**src/rtl/vga_ram_scroll_engine.sv**
```systemverilog
// vga_ram_scroll_engine: port A controller for the 2048x32 VGA text RAM.
// Muxes CPU accesses with a background engine that scrolls the text window
// up by one row (copy rows 1..N-1 onto 0..N-2, then blank the last row) or
// fills the whole window. The CPU always wins the port; the engine only
// uses cycles where cpu_en is low, so CPU accesses never stall.
module vga_ram_scroll_engine #(
    parameter int BASE_ADDR = 0,
    parameter int ROW_WORDS = 20,
    parameter int ROWS      = 30
) (
    input  logic        clk,
    input  logic        rst,
    input  logic        cpu_en,
    input  logic [3:0]  cpu_we,
    input  logic [10:0] cpu_addr,
    input  logic [31:0] cpu_wd,
    output logic [31:0] cpu_rd,
    input  logic        cmd_valid,
    input  logic [1:0]  cmd_op,
    input  logic [31:0] cmd_fill,
    output logic        cmd_ready,
    output logic        busy,
    output logic        done,
    output logic        ram_en,
    output logic [3:0]  ram_we,
    output logic [10:0] ram_addr,
    output logic [31:0] ram_wd,
    input  logic [31:0] ram_rd
);

    localparam int WIN_WORDS  = ROWS * ROW_WORDS;
    localparam int COPY_WORDS = (ROWS - 1) * ROW_WORDS;

    // The window must fit inside the RAM and hold at least one row.
    if (ROWS < 1 || ROW_WORDS < 1 || BASE_ADDR < 0 ||
        BASE_ADDR + WIN_WORDS > 2048) begin : g_range_err
        $error("vga_ram_scroll_engine: window does not fit in 2048-word RAM");
    end

    localparam logic [10:0] BASE      = 11'(BASE_ADDR);
    localparam logic [10:0] ROW_OFS   = 11'(ROW_WORDS);
    // Unreachable value when COPY_WORDS is 0; scroll then skips the copy phase.
    localparam logic [10:0] COPY_LAST = 11'(COPY_WORDS - 1);
    localparam logic [10:0] WIN_LAST  = 11'(WIN_WORDS - 1);

    typedef enum logic [2:0] {
        S_IDLE,
        S_RD,
        S_WAIT,
        S_WR,
        S_FILL,
        S_DONE
    } state_t;

    typedef struct packed {
        logic        en;
        logic [3:0]  we;
        logic [10:0] addr;
        logic [31:0] wd;
    } port_req_t;

    state_t      state_q, state_d;
    logic [10:0] idx_q, idx_d;
    logic [31:0] data_q, data_d;
    logic [31:0] fill_q, fill_d;

    port_req_t   cpu_req, eng_req, ram_req;

    // State, word index, copy buffer and fill word registers.
    always_ff @(posedge clk) begin
        if (rst) begin
            state_q <= S_IDLE;
            idx_q   <= '0;
            data_q  <= '0;
            fill_q  <= '0;
        end else begin
            state_q <= state_d;
            idx_q   <= idx_d;
            data_q  <= data_d;
            fill_q  <= fill_d;
        end
    end

    // Engine sequencing: every access step waits in place while the CPU owns the port.
    always_comb begin
        state_d = state_q;
        idx_d   = idx_q;
        data_d  = data_q;
        fill_d  = fill_q;
        eng_req = '0;
        case (state_q)
            S_IDLE: begin
                if (cmd_valid) begin
                    idx_d  = '0;
                    fill_d = cmd_fill;
                    case (cmd_op)
                        2'b00:   state_d = (COPY_WORDS == 0) ? S_FILL : S_RD;
                        2'b01:   state_d = S_FILL;
                        default: state_d = S_DONE;
                    endcase
                end
            end
            S_RD: begin
                if (!cpu_en) begin
                    eng_req.en   = 1'b1;
                    eng_req.addr = BASE + ROW_OFS + idx_q;
                    state_d      = S_WAIT;
                end
            end
            S_WAIT: begin
                // Read data belongs to the RD issued last cycle, whoever owns the port now.
                data_d  = ram_rd;
                state_d = S_WR;
            end
            S_WR: begin
                if (!cpu_en) begin
                    eng_req.en   = 1'b1;
                    eng_req.we   = 4'b1111;
                    eng_req.addr = BASE + idx_q;
                    eng_req.wd   = data_q;
                    idx_d        = idx_q + 11'd1;
                    // Index lands on the first word of the last row, ready for the blank.
                    state_d      = (idx_q == COPY_LAST) ? S_FILL : S_RD;
                end
            end
            S_FILL: begin
                if (!cpu_en) begin
                    eng_req.en   = 1'b1;
                    eng_req.we   = 4'b1111;
                    eng_req.addr = BASE + idx_q;
                    eng_req.wd   = fill_q;
                    idx_d        = idx_q + 11'd1;
                    state_d      = (idx_q == WIN_LAST) ? S_DONE : S_FILL;
                end
            end
            S_DONE: begin
                state_d = S_IDLE;
            end
            default: begin
                state_d = S_IDLE;
            end
        endcase
    end

    // Port A mux: the CPU takes priority unconditionally.
    always_comb begin
        cpu_req.en   = cpu_en;
        cpu_req.we   = cpu_we;
        cpu_req.addr = cpu_addr;
        cpu_req.wd   = cpu_wd;
        ram_req      = cpu_en ? cpu_req : eng_req;
    end

    assign ram_en    = ram_req.en;
    assign ram_we    = ram_req.we;
    assign ram_addr  = ram_req.addr;
    assign ram_wd    = ram_req.wd;
    assign cpu_rd    = ram_rd;

    assign cmd_ready = (state_q == S_IDLE);
    assign busy      = (state_q != S_IDLE);
    assign done      = (state_q == S_DONE);

endmodule

```
**config.mk**
```make
export PLATFORM = sky130hd
export DESIGN_NAME = vga_ram_scroll_engine
export DESIGN_NICKNAME = d
export VERILOG_FILES = /design/src/rtl/vga_ram_scroll_engine.sv
export SDC_FILE = /design/constraint.sdc
export NUM_CORES = 1
export LEC_CHECK = 0
export ABC_AREA = 1
export BUFFER_PORTS_ARGS = -buffer_cell sky130_fd_sc_hd__buf_2
export CORE_MARGIN = 4
export CORE_UTILIZATION = 25
export DETAILED_ROUTE_END_ITERATION = 16
export PLACE_DENSITY = 0.53
export SLEW_MARGIN = 10
export SYNTH_ARGS = -nofsm -noshare
export SYNTH_HDL_FRONTEND = slang
export SYNTH_SLANG_ARGS = --single-unit
```
**constraint.sdc**
```tcl
create_clock -name clk -period 4.5 [get_ports clk]
set_input_delay 1.35 -clock clk [delete_from_list [all_inputs] [get_ports clk]]
set_output_delay 1.35 -clock clk [all_outputs]
set_load 0.05 [all_outputs]
```
# After elaboration in Yosys (flattened, before gate mapping)
# Index checks and enable logic that the tools add are counted.
dict set report totals {
  ff_bits 78
  out_inout_bits 83
  in_bits 117
  word_cells 44
}
dict set report classes {
  reduce_logical 9
  muxes 16
  n_eq_ne 13
  addsub 2
}
# operator n
set ops {}
lappend ops {{32-bit case mux with 2 select lines} 1}
lappend ops {{48-bit two-way mux} 1}
lappend ops {{11-bit case mux with 2 select lines} 2}
lappend ops {{11-bit by 10-bit equality test with 1-bit output, second input constant} 2}
lappend ops {{11-bit two-way mux} 2}
lappend ops {{3-bit two-way mux} 5}
lappend ops {{3-bit case mux with 5 select lines} 1}
lappend ops {{11-bit by 1-bit adder with 11-bit output, second input constant} 1}
lappend ops {{5-bit by 11-bit adder with 11-bit output, first input constant} 1}
lappend ops {{2-bit inequality test, second input constant} 5}
lappend ops {{3-bit by 2-bit equality test with 1-bit output, second input constant} 2}
lappend ops {{3-bit equality test, second input constant} 2}
lappend ops {{3-bit case mux with 2 select lines} 1}
lappend ops {{4-bit two-way mux} 1}
lappend ops {{4-bit AND reduction} 1}
lappend ops {{3-bit by 1-bit equality test with 1-bit output, second input constant} 1}
lappend ops {{3-bit zero test} 1}
lappend ops {{3-bit AND reduction} 1}
lappend ops {{3-bit nonzero test} 1}
lappend ops {{3-bit OR reduction} 1}
lappend ops {{2-bit by 1-bit equality test with 1-bit output, second input constant} 1}
lappend ops {{2-bit zero test} 1}
lappend ops {{1-bit two-way mux} 2}
lappend ops {{2-bit AND reduction} 1}
lappend ops {{2 further kinds} 2}

# Longest topological paths before layout
# Gate-level depths: netlist of the first run.
dict set report logic_depth {
  depth_word 4
  mapped_depth 9
  depth_no_buf 9
}

# Least setup slack after synthesis of the first run
# OpenSTA, ideal clock, no wires.
dict set report synth_path {
  path_kind {input to output}
  from {input cpu_en}
  to {output ram_addr[0]}
  path_stages 5
  t_arrival_ns 3.017
  path_slack_ns 0.133
  required_ns 3.150
  n_path_buf 2
  cell_sequence {buf_2 inv_2 buf_2 nand2_1 o21ai_0}
}
dict set report synth_between {
  elab_chain_cells 1
}
# item line_no
set synth_lines {}
lappend synth_lines {{from (decl)} 13} ;# input logic cpu_en,
lappend synth_lines {{48-bit two-way mux} 151} ;# ram_req = cpu_en ? cpu_req : eng_req;
lappend synth_lines {{to (decl)} 26} ;# output logic [10:0] ram_addr,
# Every way passes these cells.

# Worst setup path after layout of the first run
dict set report layout_path {
  from {input cpu_en}
  to {output ram_wd[5]}
}
dict set report layout_between {
  elab_chain_cells 1
}
# item line_no
set layout_lines {}
lappend layout_lines {{48-bit two-way mux} 151}
lappend layout_lines {{to (decl)} 27} ;# output logic [31:0] ram_wd,
# Every way passes these cells.

==> flow_metrics.env, run 1 <==
export IMPL_route_vias_total=4872
export IMPL_timing_hold_ws_ns=0.462
export IMPL_area_growth_pct=27.8
export IMPL_synth_area_um2=4480
export IMPL_clock_fmax_ghz=0.266
export IMPL_setup_total_negative_slack_ns=0
export IMPL_coreArea_um2=17400
export IMPL_routabilityCongestion=0.850
export IMPL_grt_start_max_net_pins=40
export IMPL_num_antenna_cells=0
export IMPL_report_final_slew_viol_count=0
export IMPL_synth_fp_nets=799
export IMPL_synthArstFlopShare_pct=0
export IMPL_power_density_nw_per_um2=561
export IMPL_timing_slew_headroom_pct=39.6
export IMPL_drive_gt1_share_pct=30.3
export IMPL_remaining_routing_drc_violations=0
export IMPL_timing_worst_setup_path_type="input pin to primary output"
export IMPL_critical_path_endpoint_type="primary output"
export IMPL_average_instance_area_after_synthesis_um2=6.61
export IMPL_cp_arrival_ns=2.41
export IMPL_route_antenna_remaining_nets=0
export IMPL_post_synth_top_area_cell="sky130_fd_sc_hd__dfxtp_1"
export IMPL_status="finished, final reports clean"
export IMPL_synthesized_instance_count=677
export IMPL_filler_cell_count=2009
export IMPL_final_setup_skew_ns=0.00950
export IMPL_clock_tree_from_tritoncts="yes"
export IMPL_rsz0062_at_grt="false"
export IMPL_wl_per_cell_um=14.6
export IMPL_power_leakage_nw=2.54
export IMPL_row_count=48
export IMPL_detail_route_iter0_violations=192
export IMPL_port_buffers=199
export IMPL_startpoint="cpu_en"
export IMPL_minimum_clock_period_ns=3.76
export IMPL_yosys_most_used_dff="sky130_fd_sc_hd__dfxtp_1"
export IMPL_worst_r2r_cell_count=6
export IMPL_hold_violations=0
export IMPL_initial_antenna_violation_count=0
export IMPL_grt_pass1_wl_um=24200
export IMPL_ff2ff_setup_slack_ns=2.20
export IMPL_routed_via_density=4.64
export IMPL_worstSkewPairLatency_ns=0.34
export IMPL_synth_enable_flop_cells=0
export IMPL_post_synth_top_count_cell="sky130_fd_sc_hd__nand2_1"
export IMPL_grt_usage_pct=15.0
export IMPL_regToRegEndpoint="data_q[0]"
export IMPL_postSynthRegisterBits=78
export IMPL_drt_total_wl_um=15300
export IMPL_final_min_period_over_clock_period_pct=83.5
export IMPL_initial_utilization_pct=25.7
export IMPL_postCtsSetupBuffers=0
export IMPL_cts_sink_count=78
export IMPL_die_height_um=142
export IMPL_final_setup_fails=0
export IMPL_clockRootBuffer="sky130_fd_sc_hd__clkbuf_16"
export IMPL_worst_slew_pin_slew_ns=0.903
export IMPL_hold_path_class="flop to flop"
export IMPL_top_level_ports=200
export IMPL_start_kind="input pin"
export IMPL_synth_yosys_seq_area_share_pct=34.9
export IMPL_critPathRequiredTime_ns=3.15
export IMPL_resized_cells_post_cts=0
export IMPL_yosysUniqueCellTypes=33
export IMPL_grt_remaining_overflow=0
export IMPL_synth_top_cells_by_count="sky130_fd_sc_hd__nand2_1, sky130_fd_sc_hd__nor2_1, sky130_fd_sc_hd__dfxtp_1, sky130_fd_sc_hd__nand3_1, sky130_fd_sc_hd__o21ai_0"
export IMPL_cts_hold_buffers=0
export IMPL_yosysWarningCount=0
export IMPL_vdd_ir_drop_worst_mv=0.251
export IMPL_detailedPlacementHpwl_um=10900
export IMPL_yosysTopAreaCellShare_pct=34.9
export IMPL_die_x_um=142
export IMPL_cts_buffers=9
export IMPL_cp_max_fo=32
export IMPL_grt_pass1_vias=4652
export IMPL_worst_setup_path_endpoint="ram_wd[5]"
export IMPL_fp_dieArea_um2=20100
export IMPL_drt_pass1_iterations=5
export IMPL_cts_htree_levels=3
export IMPL_final_nets=944
export IMPL_netlist_top_cells_area="sky130_fd_sc_hd__dfxtp_1, sky130_fd_sc_hd__nand2_1, sky130_fd_sc_hd__nor2_1"
export IMPL_rr_startpoint="state_q[2]"
export IMPL_max_cap_violations=0
export IMPL_clk_pin_slew_ns=0.06
export IMPL_ctsLongestPathBuffers=2
export IMPL_worst_hold_startpoint="fill_q[26]"
==> worst min-delay path by stage <==
stage                 end  slack [ns]  cells past startpoint
4_1_cts        fill_q[24]        0.46                      2
6_report       fill_q[26]        0.46                      2
5_1_grt        fill_q[25]        0.48                      2
3_5_place_dp   fill_q[24]        0.45                      2
3_3_place_gp   fill_q[19]        0.45                      2
2_1_floorplan   fill_q[1]        0.44                      2
==> power breakdown <==
part | internal, mW | switching, mW
combinational | 0.354 | 1.03
clock | 0.556 | 0.298
sequential | 0.862 | 0.104
total | 1.77 | 1.44
==> registers in the layout, summed over array words and instances, names as in the netlist <==
register,flops
state_q,3
data_q,32
fill_q,32
idx_q,11
==> layer usage <==
metal | share of wire, % | up-vias | track usage [%]
met3 | 6.3 | 17 | 3.17
met5 | 0 | - | 0
met2 | 47 | 150 | 25.1
met1 | 45 | 2210 | 19.0
met4 | 1.7 | 0 | 5.10
li1 | - | 2495 | -
==> worst max-delay path, stage by stage <==
cell	delay (ns)
sky130_fd_sc_hd__buf_2	0.11
sky130_fd_sc_hd__inv_2	0.09
sky130_fd_sc_hd__buf_4	0.31
sky130_fd_sc_hd__nor2_1	0.07
sky130_fd_sc_hd__a31oi_1	0.17
sky130_fd_sc_hd__buf_2	0.29
==> layout by cell type (no fill, tap or decap), drive strengths merged, types with 3 or more instances in the layout <==
master  instances
a21oi          49
a31oi          33
buf           208
bufinv          3
clkbuf         10
dfxtp          78
ha              5
inv            27
nand2         176
nand3          50
nor2          114
nor3            6
o211ai          7
o21ai          52
==> per-stage QoR <==
stage | area [µm²] | power (mW) | worst slack (ns) | cells | util (%)
6_report | 5720 | 3.21 | 0.744 | 1051 | 32.9
5_1_grt | 5720 | 3.43 | 0.605 | 1051 | 32.9
4_1_cts | 5720 | 3.26 | 0.709 | 1051 | 32.9
3_5_place_dp | 5380 | 2.38 | 0.715 | 1036 | 30.9
3_3_place_gp | 5380 | 2.37 | 0.701 | 1036 | 30.9
2_1_floorplan | 4480 | 2.06 | 0.133 | 677 | -
==> area by class of cell <==
| cell class | instances | area, µm² | area share, % |
|---|---|---|---|
| Clock buffer | 10 | 239 | 4.18 |
| Clock inverter | 5 | 106 | 1.86 |
| Inverter | 26 | 100 | 1.75 |
| Multi-Input combinational cell | 499 | 2360 | 41.2 |
| Sequential cell | 78 | 1560 | 27.3 |
| Tap cell | 225 | 282 | 4.92 |
| Timing Repair Buffer | 208 | 1080 | 18.8 |
==> cells by family after synthesis <==
group,count (synthesis),synth area share (%)
flip-flops,78,34.9
AND/OR/NAND/NOR,348,32.9
XOR/XNOR,1,0.196
AO/OA/AOI/OAI,145,18.1
adder cells (fa/ha/maj),5,1.40
buffers and inverters,100,12.6
(Power assumes the default switching activity.)
==> inputs of run 2 (changes only) <==
- ABC_AREA: 1 -> 0
- PLACE_DENSITY: 0.53 -> 0.55
- clock period: 4.5 -> 3.4 ns (I/O delays scaled with it)
==> run 2 against run 1 <==
  * Total power down 11%
  * Global-route usage is 0.21 points lower
  * Register-to-register slack got worse by 1.1 ns
  * Clock power is 9.1% higher
  * Critical path type unchanged
  * Critical endpoint is now ram_addr[9]
  * Largest cell class unchanged
  * Largest power group is now registers
  * Highest routed layer unchanged
==> flow_metrics.env, run 2 <==
export IMPL_power_switching_share_pct=38.4
export IMPL_max_cap_violations=0
export IMPL_hold_violations=0
export IMPL_critical_path_endpoint_type="primary output"
export IMPL_cp_cell_sequence="buf_4, or4b_4, buf_6, a21oi_1, o21ai_0, o211ai_1, buf_4"
export IMPL_clk_pin_slew_ns=0.07
export IMPL_grt_remaining_overflow=0
export IMPL_coreArea_um2=17200
export IMPL_minimum_clock_period_ns=3.34
export IMPL_rsz0062_at_grt="false"
export IMPL_hold_path_class="flop to flop"
export IMPL_number_of_buffers_and_inverters_on_the_critical_path=3
export IMPL_row_count=48
export IMPL_power_density_nw_per_um2=494
export IMPL_postSynthRegisterBits=78
export IMPL_fp_dieArea_um2=19700
export IMPL_critPathRequiredTime_ns=2.38
export IMPL_status="finished, final reports clean"
export IMPL_clockRootBuffer="sky130_fd_sc_hd__clkbuf_16"
export IMPL_p_int_mw=1.77
export IMPL_yosysTopAreaCellShare_pct=35.7
export IMPL_detailedPlacementHpwl_um=10500
export IMPL_final_nets=885
export IMPL_die_x_um=140
export IMPL_power_leakage_nw=2.44
export IMPL_cp_arrival_ns=2.32
export IMPL_cts_htree_levels=3
export IMPL_synthArstFlopShare_pct=0
export IMPL_synth_area_um2=4370
export IMPL_cts_sink_count=78
export IMPL_cp_max_fo=7
export IMPL_combinationalPowerShare_pct=31.4
export IMPL_final_setup_skew_ns=0.00397
export IMPL_top_level_ports=200
export IMPL_final_cell_mix="sky130_fd_sc_hd__buf_2, sky130_fd_sc_hd__nand2_1, sky130_fd_sc_hd__dfxtp_1, sky130_fd_sc_hd__a21oi_1, sky130_fd_sc_hd__o21ai_1"
export IMPL_worst_r2r_cell_count=6
export IMPL_timing_worst_setup_path_type="input pin to primary output"
export IMPL_detail_route_iter0_violations=222
export IMPL_post_synth_top_area_cell="sky130_fd_sc_hd__dfxtp_1"
export IMPL_worst_slew_pin_slew_ns=0.694
export IMPL_grt_pass1_wl_um=23700
export IMPL_average_instance_area_after_synthesis_um2=7.12
export IMPL_post_layout_nonfiller_instances=993
export IMPL_port_buffers=199
export IMPL_drt_pass1_iterations=6
export IMPL_cp_common_cell="sky130_fd_sc_hd__buf_4"
export IMPL_initial_antenna_violation_count=0
export IMPL_cpLargestDelayFamily="buffers and inverters"
export IMPL_clock_fmax_ghz=0.299
export IMPL_synthesized_instance_count=614
export IMPL_start_kind="input pin"
export IMPL_timing_slew_headroom_pct=53.6
export IMPL_area_growth_pct=32.7
export IMPL_final_setup_fails=0
export IMPL_wl_per_cell_um=14.9
export IMPL_critical_path_max_stage_delay_ns=0.49
export IMPL_yosys_most_used_dff="sky130_fd_sc_hd__dfxtp_1"
export IMPL_dpl_cell_count=975
export IMPL_yosysWarningCount=0
export IMPL_routed_via_density=4.75
export IMPL_synth_yosys_seq_area_share_pct=35.7
export IMPL_cts_buffers=9
export IMPL_worstSkewPairLatency_ns=0.34
export IMPL_p_switching_mw=1.10
export IMPL_biggestRegsByFlops="data_q x32, fill_q x32, idx_q x11"
export IMPL_grt_pass1_vias=4566
export IMPL_route_antenna_remaining_nets=0
export IMPL_netlist_top_cells_area="sky130_fd_sc_hd__dfxtp_1, sky130_fd_sc_hd__nand2_1, sky130_fd_sc_hd__a21oi_1"
export IMPL_timing_hold_worst_path_depth=2
export IMPL_grt_usage_pct=14.7
export IMPL_remaining_routing_drc_violations=0
export IMPL_synth_enable_flop_cells=0
export IMPL_grt_start_max_net_pins=48
export IMPL_ctsLongestPathBuffers=2
export IMPL_drive_gt1_share_pct=34.0
export IMPL_final_min_period_over_clock_period_pct=98.2
export IMPL_clock_tree_from_tritoncts="yes"
export IMPL_routabilityCongestion=0.797
export IMPL_route_vias_total=4719
export IMPL_vdd_ir_drop_worst_mv=0.233
export IMPL_critical_path_depth=7
export IMPL_power_share_of_the_sequential_group_pct=36.1
export IMPL_yosysUniqueCellTypes=51
export IMPL_cp_slowest_cell="sky130_fd_sc_hd__or4b_4"
export IMPL_utilization_pct=33.7
export IMPL_num_antenna_cells=0
export IMPL_post_synth_top_count_cell="sky130_fd_sc_hd__nand2_1"
export IMPL_share_clk_of_total_power_pct=32.5
export IMPL_drt_total_wl_um=14800
export IMPL_report_final_slew_viol_count=0
export IMPL_die_height_um=140
export IMPL_initial_utilization_pct=25.4
export IMPL_synth_fp_nets=736
export IMPL_synth_top_cells_by_count="sky130_fd_sc_hd__nand2_1, sky130_fd_sc_hd__dfxtp_1, sky130_fd_sc_hd__a21oi_1, sky130_fd_sc_hd__clkbuf_1, sky130_fd_sc_hd__a22oi_1"
export IMPL_cts_hold_buffers=0
export IMPL_layout_cells_most_common="sky130_fd_sc_hd__buf_2"
[run 2: worst register-to-register path, cell delays in order (launching register included)]
cell and delay, ns:
sky130_fd_sc_hd__dfxtp_1 0.59, sky130_fd_sc_hd__nor3b_4 0.39, sky130_fd_sc_hd__buf_4 0.19, sky130_fd_sc_hd__o21ai_1 0.15, sky130_fd_sc_hd__buf_4 0.20, sky130_fd_sc_hd__or4_1 0.51
sky130_fd_sc_hd__a31oi_1 0.17
[run 2: repair_timing]
item,CTS,global route
setup buffers,0,2
gates resized for setup,4,12
pin swaps,0,2
endpoints found under the setup margin,4,37
[run 2: cell families (layout without fill, tap and decap cells)]
group	Yosys count	after routing	share of synthesized area (%)
AND/OR/NAND/NOR	250	250	25.8
flip-flops	78	78	35.7
adder cells (fa/ha/maj)	5	5	1.43
XOR/XNOR	2	2	0.401
AO/OA/AOI/OAI	180	180	24.7
multiplexers	2	2	0.458
buffers and inverters	97	251	11.5
[run 2: worst paths after layout]
| path | start | slack, ns | to |
|---|---|---|---|
| setup / recovery | cpu_en | 0.06 | ram_addr[9] |
| hold / removal | data_q[1] | 0.45 | data_q[1] |
| setup reg to reg | state_q[2] | 1.13 | idx_q[10] |
| hold reg to reg | data_q[1] | 0.45 | data_q[1] |
[run 2: power groups by stage]
stage	clock, mW	sequential (mW)	combinational [mW]
3_3_place_gp	0	1.05	0.894
4_1_cts	0.967	1.03	0.900
2_1_floorplan	0	1.03	0.658
6_report	0.933	1.03	0.901
5_1_grt	0.998	1.04	0.980
3_5_place_dp	0	1.05	0.896
[run 2: metal layers]
| metal | routed length (µm) | global-route usage (%) | vias up | share of wire, % |
|---|---|---|---|---|
| met5 | 0 | 0 | - | 0 |
| met3 | 1000 | 3.62 | 17 | 6.8 |
| li1 | - | - | 2393 | - |
| met2 | 6760 | 23.4 | 163 | 46 |
| met4 | 254 | 4.74 | 0 | 1.7 |
| met1 | 6760 | 19.7 | 2146 | 46 |
[run 2: through the flow]
stage	TNS [ns]	instance area [µm²]	worst slack, ns	power [mW]	hold slack [ns]
6_report	0	5800	0.0605	2.87	0.454
5_1_grt	0	5800	0.00884	3.02	0.467
4_1_cts	0	5760	0.0269	2.90	0.455
3_5_place_dp	-0.0492	5460	-0.0168	1.95	0.446
3_3_place_gp	-0.0413	5460	-0.0286	1.95	0.441
2_1_floorplan	-0.141	4460	-0.124	1.68	0.436
[run 2: layout make-up]
type | count | area [µm²]
fill | 1901 | 11400
multi-input combinational | 439 | 2390
sequential | 78 | 1560
timing repair buffer | 225 | 1250
tap | 225 | 282
clock buffer | 9 | 225
clock inverter | 7 | 57.6
inverter | 10 | 37.5
